**config.mk**
```make
export PLATFORM = sky130hd
export DESIGN_NAME = fetch_stage_flat
export DESIGN_NICKNAME = d
export VERILOG_FILES = /design/src/rtl/fetch_stage_pkg.sv /design/src/rtl/fetch_stage_if.sv /design/src/rtl/fetch_stage_pc_reg.sv /design/src/rtl/fetch_stage.sv /design/src/flat_wrapper.sv
export SDC_FILE = /design/constraint.sdc
export NUM_CORES = 1
export LEC_CHECK = 0
export CORE_UTILIZATION = 44
export DETAILED_ROUTE_END_ITERATION = 10
export GPL_TIMING_DRIVEN = 0
export PLACE_DENSITY = 0.72
export SLEW_MARGIN = 30
export SYNTH_ARGS = -nofsm -noshare
export SYNTH_HDL_FRONTEND = slang
export SYNTH_HIERARCHICAL = 1
export SYNTH_SLANG_ARGS = --single-unit
```
**constraint.sdc**
```tcl
create_clock -name clk -period 2.1 [get_ports clk]
set_clock_uncertainty 0.2 [all_clocks]
set_input_delay 0.42 -clock clk [delete_from_list [all_inputs] [get_ports clk]]
set_output_delay 0.42 -clock clk [all_outputs]
set_load 0.05 [all_outputs]
```
**src/rtl/fetch_stage_pkg.sv**
```systemverilog
`default_nettype none
// ==========================================================================
// fetch_stage_pkg : shared types and constants for the instruction fetch stage
// Revision 1.0
// ==========================================================================
package fetch_stage_pkg;

    typedef enum logic [1:0] {
        ST_RUN    = 2'd0,
        ST_WAIT   = 2'd1,
        ST_HALTED = 2'd2
    } fetch_state_e;

    localparam logic [15:0] NOP_INSTR = 16'h0800;
    localparam logic [15:0] RESET_PC  = 16'h0000;
    localparam int          OPCODE_W  = 5;

endpackage
`default_nettype wire

```
**src/rtl/fetch_stage_if.sv**
```systemverilog
`default_nettype none
// ==========================================================================
// fetch_stage_if : instruction memory, pipeline control and IF/ID signals
// Revision 1.0
// ==========================================================================
interface fetch_stage_if;

    logic [15:0] imem_addr;
    logic        imem_en;
    logic [15:0] imem_data;
    logic        imem_ready;
    logic        stall;
    logic        redirect_valid;
    logic [15:0] redirect_pc;
    logic        halt_dec;
    logic [15:0] instr;
    logic [15:0] pc_plus2;
    logic        instr_valid;
    logic        halted;
    logic        err;

    modport master (
        output imem_addr, imem_en, instr, pc_plus2, instr_valid, halted, err,
        input  imem_data, imem_ready, stall, redirect_valid, redirect_pc, halt_dec
    );

    modport slave (
        input  imem_addr, imem_en, instr, pc_plus2, instr_valid, halted, err,
        output imem_data, imem_ready, stall, redirect_valid, redirect_pc, halt_dec
    );

endinterface
`default_nettype wire

```
**src/rtl/fetch_stage_pc_reg.sv**
```systemverilog
`default_nettype none
// ==========================================================================
// pc_reg : 16-bit program counter register with write enable
// Revision 1.0
// ==========================================================================
module pc_reg
    import fetch_stage_pkg::*;
(
    input  wire logic        clk,
    input  wire logic        rst,
    input  wire logic        we_i,
    input  wire logic [15:0] d_i,
    output logic      [15:0] q_o
);

    always_ff @(posedge clk or posedge rst) begin
        if (rst) begin
            q_o <= RESET_PC;
        end else if (we_i) begin
            q_o <= d_i;
        end
    end

endmodule
`default_nettype wire

```
**src/rtl/fetch_stage.sv**
```systemverilog
`default_nettype none
// ==========================================================================
// fetch_stage : PC sequencing, imem handshake and IF/ID register
// Revision 1.0
// ==========================================================================
module fetch_stage
    import fetch_stage_pkg::*;
(
    input  wire logic     clk,
    input  wire logic     rst,
    fetch_stage_if.master fs_if
);

    fetch_state_e state_q;
    logic [15:0]  pc_q;
    logic [15:0]  pc_d;
    logic         pc_we;
    logic [15:0]  pc_inc;
    logic [15:0]  instr_q;
    logic [15:0]  pc_plus2_q;
    logic [15:0]  pend_q;
    logic         instr_valid_q;
    logic         halted_q;
    logic         pend_valid_q;

    // One-hot decision flags shared by the PC mux and the state register
    logic redir_now;
    logic pend_now;
    logic pend_store;
    logic capture;
    logic miss;
    logic halt_now;

    assign pc_inc = pc_q + 16'd2;

    always_comb begin
        redir_now  = 1'b0;
        pend_now   = 1'b0;
        pend_store = 1'b0;
        capture    = 1'b0;
        miss       = 1'b0;
        halt_now   = 1'b0;
        case (state_q)
            ST_RUN: begin
                if (fs_if.redirect_valid) begin
                    redir_now = 1'b1;
                end else if (fs_if.halt_dec && instr_valid_q) begin
                    halt_now = 1'b1;
                end else if (!fs_if.stall) begin
                    capture = fs_if.imem_ready;
                    miss    = !fs_if.imem_ready;
                end
            end
            ST_WAIT: begin
                // A pending redirect resolves even under stall; it wins like a live redirect
                if (fs_if.redirect_valid) begin
                    redir_now  = fs_if.imem_ready;
                    pend_store = !fs_if.imem_ready;
                end else if (fs_if.imem_ready) begin
                    pend_now = pend_valid_q;
                    capture  = !pend_valid_q && !fs_if.stall;
                end
            end
            default: ;
        endcase
    end

    assign pc_we = redir_now | pend_now | capture;
    assign pc_d  = redir_now ? fs_if.redirect_pc :
                   pend_now  ? pend_q             : pc_inc;

    pc_reg u_pc_reg (
        .clk  (clk),
        .rst  (rst),
        .we_i (pc_we),
        .d_i  (pc_d),
        .q_o  (pc_q)
    );

    always_ff @(posedge clk or posedge rst) begin
        if (rst) begin
            state_q       <= ST_RUN;
            instr_q       <= NOP_INSTR;
            pc_plus2_q    <= RESET_PC;
            instr_valid_q <= 1'b0;
            halted_q      <= 1'b0;
            pend_q        <= RESET_PC;
            pend_valid_q  <= 1'b0;
        end else begin
            if (redir_now || pend_now || miss || halt_now) begin
                instr_q       <= NOP_INSTR;
                instr_valid_q <= 1'b0;
            end
            if (capture) begin
                instr_q       <= fs_if.imem_data;
                pc_plus2_q    <= pc_inc;
                instr_valid_q <= 1'b1;
            end
            if (redir_now || pend_now || capture) begin
                state_q <= ST_RUN;
            end
            if (redir_now || pend_now) begin
                pend_valid_q <= 1'b0;
            end
            if (pend_store) begin
                pend_q       <= fs_if.redirect_pc;
                pend_valid_q <= 1'b1;
            end
            if (miss) begin
                state_q <= ST_WAIT;
            end
            if (halt_now) begin
                state_q  <= ST_HALTED;
                halted_q <= 1'b1;
            end
        end
    end

    assign fs_if.imem_addr   = pc_q;
    assign fs_if.imem_en     = (state_q != ST_HALTED);
    assign fs_if.instr       = instr_q;
    assign fs_if.pc_plus2    = pc_plus2_q;
    assign fs_if.instr_valid = instr_valid_q;
    assign fs_if.halted      = halted_q;
    assign fs_if.err         = pc_q[0];

endmodule
`default_nettype wire

```
**src/flat_wrapper.sv**
```systemverilog
// flat-port wrapper written by rule: the top's interface ports become plain ports
module fetch_stage_flat import fetch_stage_pkg::*;
  (clk, rst, fs_if_imem_addr, fs_if_imem_en, fs_if_instr, fs_if_pc_plus2, fs_if_instr_valid, fs_if_halted, fs_if_err, fs_if_imem_data, fs_if_imem_ready, fs_if_stall, fs_if_redirect_valid, fs_if_redirect_pc, fs_if_halt_dec);
  fetch_stage_if fs_if_i ();
  input  wire logic clk;
  input  wire logic rst;
  output wire logic [$bits(fs_if_i.imem_addr)-1:0] fs_if_imem_addr;
  output wire logic [$bits(fs_if_i.imem_en)-1:0] fs_if_imem_en;
  output wire logic [$bits(fs_if_i.instr)-1:0] fs_if_instr;
  output wire logic [$bits(fs_if_i.pc_plus2)-1:0] fs_if_pc_plus2;
  output wire logic [$bits(fs_if_i.instr_valid)-1:0] fs_if_instr_valid;
  output wire logic [$bits(fs_if_i.halted)-1:0] fs_if_halted;
  output wire logic [$bits(fs_if_i.err)-1:0] fs_if_err;
  input wire logic [$bits(fs_if_i.imem_data)-1:0] fs_if_imem_data;
  input wire logic [$bits(fs_if_i.imem_ready)-1:0] fs_if_imem_ready;
  input wire logic [$bits(fs_if_i.stall)-1:0] fs_if_stall;
  input wire logic [$bits(fs_if_i.redirect_valid)-1:0] fs_if_redirect_valid;
  input wire logic [$bits(fs_if_i.redirect_pc)-1:0] fs_if_redirect_pc;
  input wire logic [$bits(fs_if_i.halt_dec)-1:0] fs_if_halt_dec;
  assign fs_if_imem_addr = fs_if_i.imem_addr;
  assign fs_if_imem_en = fs_if_i.imem_en;
  assign fs_if_instr = fs_if_i.instr;
  assign fs_if_pc_plus2 = fs_if_i.pc_plus2;
  assign fs_if_instr_valid = fs_if_i.instr_valid;
  assign fs_if_halted = fs_if_i.halted;
  assign fs_if_err = fs_if_i.err;
  assign fs_if_i.imem_data = fs_if_imem_data;
  assign fs_if_i.imem_ready = fs_if_imem_ready;
  assign fs_if_i.stall = fs_if_stall;
  assign fs_if_i.redirect_valid = fs_if_redirect_valid;
  assign fs_if_i.redirect_pc = fs_if_redirect_pc;
  assign fs_if_i.halt_dec = fs_if_halt_dec;
  fetch_stage u_core (.clk(clk), .rst(rst), .fs_if(fs_if_i));
endmodule
```
-- Word-level counts from Yosys, hierarchy flattened
Index checks and enable logic that the tools add are counted.
- bits in registers: 69
- input bits: 38
- logic and storage cells: 58
- add/subtract/negate cells: 1
- equal/unequal tests: 2
- multiplexer cells: 32
- bitwise operators: 2
- reductions and logical operators: 13
- operators with widths (operator ; number):
    16-bit 2-to-1 mux ; 4
    1-bit 2-to-1 mux ; 23
    16-bit by 2-bit adder with 16-bit output, second input constant ; 1
    2-bit 2-to-1 mux ; 3
    1-bit logical OR ; 4
    1-bit case mux with 2 select lines ; 2
    2-bit nonzero test ; 2
    1-bit logical NOT ; 3
    3-bit nonzero test ; 1
    2-bit by 1-bit equality test with 1-bit output, second input constant ; 1
    1-bit logical AND ; 2
    2-bit logical NOT ; 1
    2-bit != test, second input constant ; 1
    1-bit OR ; 2

-- Depth between registers and ports, before layout
- depth in word-level cells: 9
- depth in mapped cells: 9
- depth with buffers taken out: 6

-- Cells and area by module
Netlist, hierarchy kept.
- modules (own cells, without submodules) (module ; instances ; cells an instance ; area an instance (sq um)):
    fetch_stage ; 1 ; 282 ; 2803.9
    pc_reg ; 1 ; 35 ; 653.1

-- Worst setup path before layout
OpenSTA, ideal clock, no wires.
- kind: register -> register
- start: register u_core.u_pc_reg.q_o[1]
- end: register u_core.u_pc_reg.q_o[9]
- setup time: 0.125 ns
- arrival time: 1.961 ns
- slack: -0.186 ns
- cell stages (with the launch flop): 8
- path buffers: 1
- clock period less this slack: 2.286 ns
- path through: dfrtp_1 -> ha_1 -> clkbuf_1 -> nand3_1 -> o21a_1 -> nor3_1 -> o21ai_1 -> mux2_4
- longest elaborated chain between the ends: 3
- ends and longest elaborated chain (element ; line ; RTL):
    start: declaration ; fetch_stage_pc_reg.sv:13 ; output logic [15:0] q_o
    start signal: assignment ; fetch_stage_pc_reg.sv:20 ; q_o <= d_i;
    16-bit by 2-bit adder with 16-bit output ; fetch_stage.sv:34 ; assign pc_inc = pc_q + 16'd2;
    16-bit 2-to-1 mux ; fetch_stage.sv:70 ; pend_now ? pend_q : pc_inc;
    16-bit 2-to-1 mux ; fetch_stage.sv:69 ; assign pc_d = redir_now ? fs_if.redirect_pc :
    named net u_core.pc_d[9] ; fetch_stage.sv:16 ; logic [15:0] pc_d;
The timed path passes the listed nets, and every way through them passes these cells.
A chain may end at the register's enable or synchronous reset.

-- Worst setup path after layout
- start: input fs_if_imem_ready
- end: register u_core.u_pc_reg.q_o[6]
- longest elaborated chain between the ends: 5
- ends and longest elaborated chain (element ; line ; RTL):
    start: declaration ; flat_wrapper.sv:15 ; input wire logic [$bits(fs_if_i.imem_ready)-1:0] fs_if_imem_ready;
    1-bit 2-to-1 mux, on equally long branches ; fetch_stage.sv:49, fetch_stage.sv:59 ;
    1-bit 2-to-1 mux, on equally long branches ; fetch_stage.sv:47, fetch_stage.sv:56 ;
    1-bit 2-to-1 mux, on equally long branches ; fetch_stage.sv:45, fetch_stage.sv:43 ;
    1-bit case mux with 2 select lines / 1-bit OR (equally long branches) ; fetch_stage.sv:43, fetch_stage.sv:68 ;
    1-bit OR (*) ; fetch_stage.sv:68 ; assign pc_we = redir_now | pend_now | capture;
    named net u_core.pc_we ; fetch_stage.sv:17 ; logic pc_we;
Mark *: on every way through the listed nets, which the timed path passes. The rest lies on a longest branch.

==> summary.md <==
| Metric | Value |
|---|---|
| Switching Share | 0.249 |
| Syn_nets | 356 |
| Final routed DRC violation total | 0 |
| Clock Tree Buf Depth | 2 |
| Number of flops mapped to enable cells by yosys | 0 |
| Synth top area cells | dfrtp_1 49%, mux2_4 4.3%, a22o_1 4.3%, mux2_2 3.9%, nand2_1 3.6% |
| CP arrival | 2070 ps |
| Drt via density | 5.50 |
| Flops & latches, synth | 69 |
| CTS clock-pin slew for the worst setup and hold paths | 70 ps |
| Port bufs | 89 |
| Rows | 31 |
| Status | finished clean |
| Tot Pwr | 2.86 mW |
| Pins Over Slew Limit | 0 |
| Core area | 0.00741 mm² |
| DP Area | 0.00451 mm² |
| Top cell type's share of synthesized area | 0.492 |
| Maxcap violations | 0 |
| Worst Setup End Kind | register |
| Routed length per placed instance | 16.9 µm |
| Synth-to-Final Area Change | 39.8% |
| Syn avg cell area | 10.9 µm² |
| Vias in the first global route | 2850 |
| Drt first pass iters | 4 |
| Final min period | 2050 ps |
| Fin. Hold Viols | 0 |
| Slew @ Worst Pin | 670 ps |
| Final antenna-violating net count | 0 |
| Vias | 2927 |
| YS warnings | 6 |
| Hold buffer count at CTS | 0 |
| Die Y | 90.6 µm |
| Leakage power | 2.38 nW |
| Synth area leader | dfrtp_1 |
| HPWL after DPL | 6000 µm |
| Reg2Reg Depth | 7 |
| Sw power | 0.712 mW |
| First-pass GRT wire length | 14300 µm |
| Reg-to-reg startpoint | u_core/state_q[1]$_DFFE_PP0P_ |
| Leading cell types by count after synthesis | 68 x dfrtp_1, 33 x nand2_1, 29 x nor2_1 |
| Clk root buf | clkbuf_8 |
| Post-layout nets | 467 |
| Sequential area share after synthesis | 0.500 |
| Setup CP Type | input port to register |
| Hold WS | 156 ps |
| CTS buffer count | 9 |
| I/O pins | 90 |
| Netlist cell types | 59 |
| Setup violators final | 0 |
| Initial antenna violation count | 0 |
| Clock Latency Late Sink | 350 ps |
| Initial DRC Count | 134 |
| Post-synth ARST share | 1.00 |
| Slew HR | 0.553 |
| CP startpoint | fs_if_imem_ready |
| Layout Utilization | 0.652 |
| Cell Pwr Density | 592 mW/mm² |
| Finished layout cell area | 0.00483 mm² |
| Post-synth top flop | dfrtp_1 |
| Post-Synthesis Cell Area | 0.00346 mm² |
| DIE WIDTH | 90.6 µm |
| Count leader, synth | dfrtp_1 |
| Hold/Removal Path Class | input port to asynchronous set/reset pin |
| Final Routed Wirelength | 8970 µm |
| Worst Path Required | 2130 ps |
| Clock network fraction of total power | 0.420 |
| Crit-path max FO | 10 |
| Crit share post-route | 0.974 |
| Die ar. | 0.00822 mm² |
| Clock Sinks | 69 |
| Peak Freq | 489 MHz |
| Proportion of layout cells with a drive suffix above 1 | 0.226 |
| Seq pwr share | 0.481 |
| Overall routing resource usage | 0.222 |
| Comb pwr share | 0.100 |
| Setup tns final | 0 ps |
| # fillers | 628 |
| N_diodes | 0 |
| Startpoint types | input port |
| Placer Congestion | 0.796 |
| Max VDD drop | 358 µV |
| Remaining global-route overflow | 0 |
| Max H-tree Level | 3 |
| P_int | 2.15 mW |
| Pin count of the biggest net entering global routing | 47 |
| Cells after synthesis | 317 |
| CTS tree | yes |
| Initial core utilization | 0.467 |
[final cells by class]
class,count,area (µm²),share of cell area
multi-input cells,221,1580,0.327
well taps,99,124,0.0256
plain buffers,18,165,0.0342
flip-flops and latches,69,1740,0.360
clock buffers,9,124,0.0256
inverters,7,28.8,0.00595
clock inverters,7,100,0.0207
repair buffers,102,972,0.201
[per-stage QoR]
stage / setup slack (ps) / cells
2_1_floorplan: 1.50 / 317
3_3_place_gp: -1030 / 505
3_5_place_dp: -815 / 506
4_1_cts: -1.58 / 525
5_1_grt: -15.9 / 532
6_report: 54.7 / 532
[state kept, by name (all words and copies together), names as in the netlist]
name                      flops
u_core/fs_if.instr           16
u_core/fs_if.pc_plus2        16
u_core/pend_q                16
u_core/u_pc_reg/q_o          16
u_core/state_q                2
u_core/fs_if.halted           1
u_core/fs_if.instr_valid      1
u_core/pend_valid_q           1
[repair_timing]
item                       in CTS  in global routing
buffers inserted                5                  6
resized for setup              64                 10
setup endpoints to repair      78                 14
pin swaps                       4                  3
gates cloned                    0                  1
[path summary, 6_finish.rpt]
| path | end | slack (ps) |
|---|---|---|
| min reg2reg | u_core/fs_if.instr[11]$_DFFE_PP1P_ | 270 |
| max in group asynchronous | u_core/u_pc_reg/q_o[5]$_DFFE_PP0P_ | 860 |
| min | u_core/fs_if.instr[13]$_DFFE_PP0P_ | 160 |
| max | u_core/u_pc_reg/q_o[6]$_DFFE_PP0P_ | 50 |
| min in group clk | u_core/fs_if.halted$_DFFE_PP0P_ | 220 |
| max reg2reg | u_core/u_pc_reg/q_o[6]$_DFFE_PP0P_ | 60 |
[worst max-delay path, stage by stage]
cell             delay, ps
clkdlybuf4s50_1        500
clkbuf_4               220
nand4_4                110
buf_8                  150
nand2_1                 70
buf_6                  160
clkbuf_16              160
mux2_4                 290
[cells by family after synthesis]
group,share of synthesized area
mux,0.124
xor+xnor,0.0101
flops,0.500
compound gates,0.142
simple gates,0.166
fa+ha+maj,0.00362
buf+inv,0.0543
[power by group through the flow]
stage                     clock network, mW  logic [mW]  registers [mW]
after global routing                   1.28       0.304            1.38
after global placement                    0       0.283            1.40
after floorplan                           0      0.0993            1.45
after detailed placement                  0       0.295            1.40
final                                  1.20       0.285            1.37
after CTS                              1.23       0.285            1.37
[layout by cell type, fill, tap and decap left out, drive strengths merged, types with 2 or more instances in the layout]
| cell | instances |
|---|---|
| clkbuf | 14 |
| a21oi | 5 |
| and2 | 4 |
| or2 | 2 |
| o21a | 2 |
| nand2 | 34 |
| nand4 | 4 |
| clkdlybuf4s50 | 35 |
| inv | 7 |
| bufinv | 2 |
| a221oi | 2 |
| and4 | 5 |
| nand2b | 3 |
| clkinv | 2 |
| a31oi | 11 |
| dlygate4sd2 | 52 |
| mux2 | 32 |
| o22ai | 4 |
| nand3 | 9 |
| nor3 | 10 |
| buf | 27 |
| dfrtp | 68 |
| nor2b | 2 |
| o21ai | 21 |
| xnor2 | 3 |
| clkinvlp | 3 |
| mux2i | 3 |
| a22o | 17 |
| nor2 | 29 |
| nor4 | 2 |
[per-layer routing]
layer | vias to the layer above | wire length [µm] | part of all wire | global-route usage
met5 | - | 0 | 0 | 0
met4 | 0 | 134 | 0.015 | 0.0927
met3 | 14 | 401 | 0.045 | 0.0345
met2 | 96 | 4310 | 0.48 | 0.355
met1 | 1438 | 4130 | 0.46 | 0.301
li1 | 1379 | - | - | -
(Power assumes the default switching activity.)
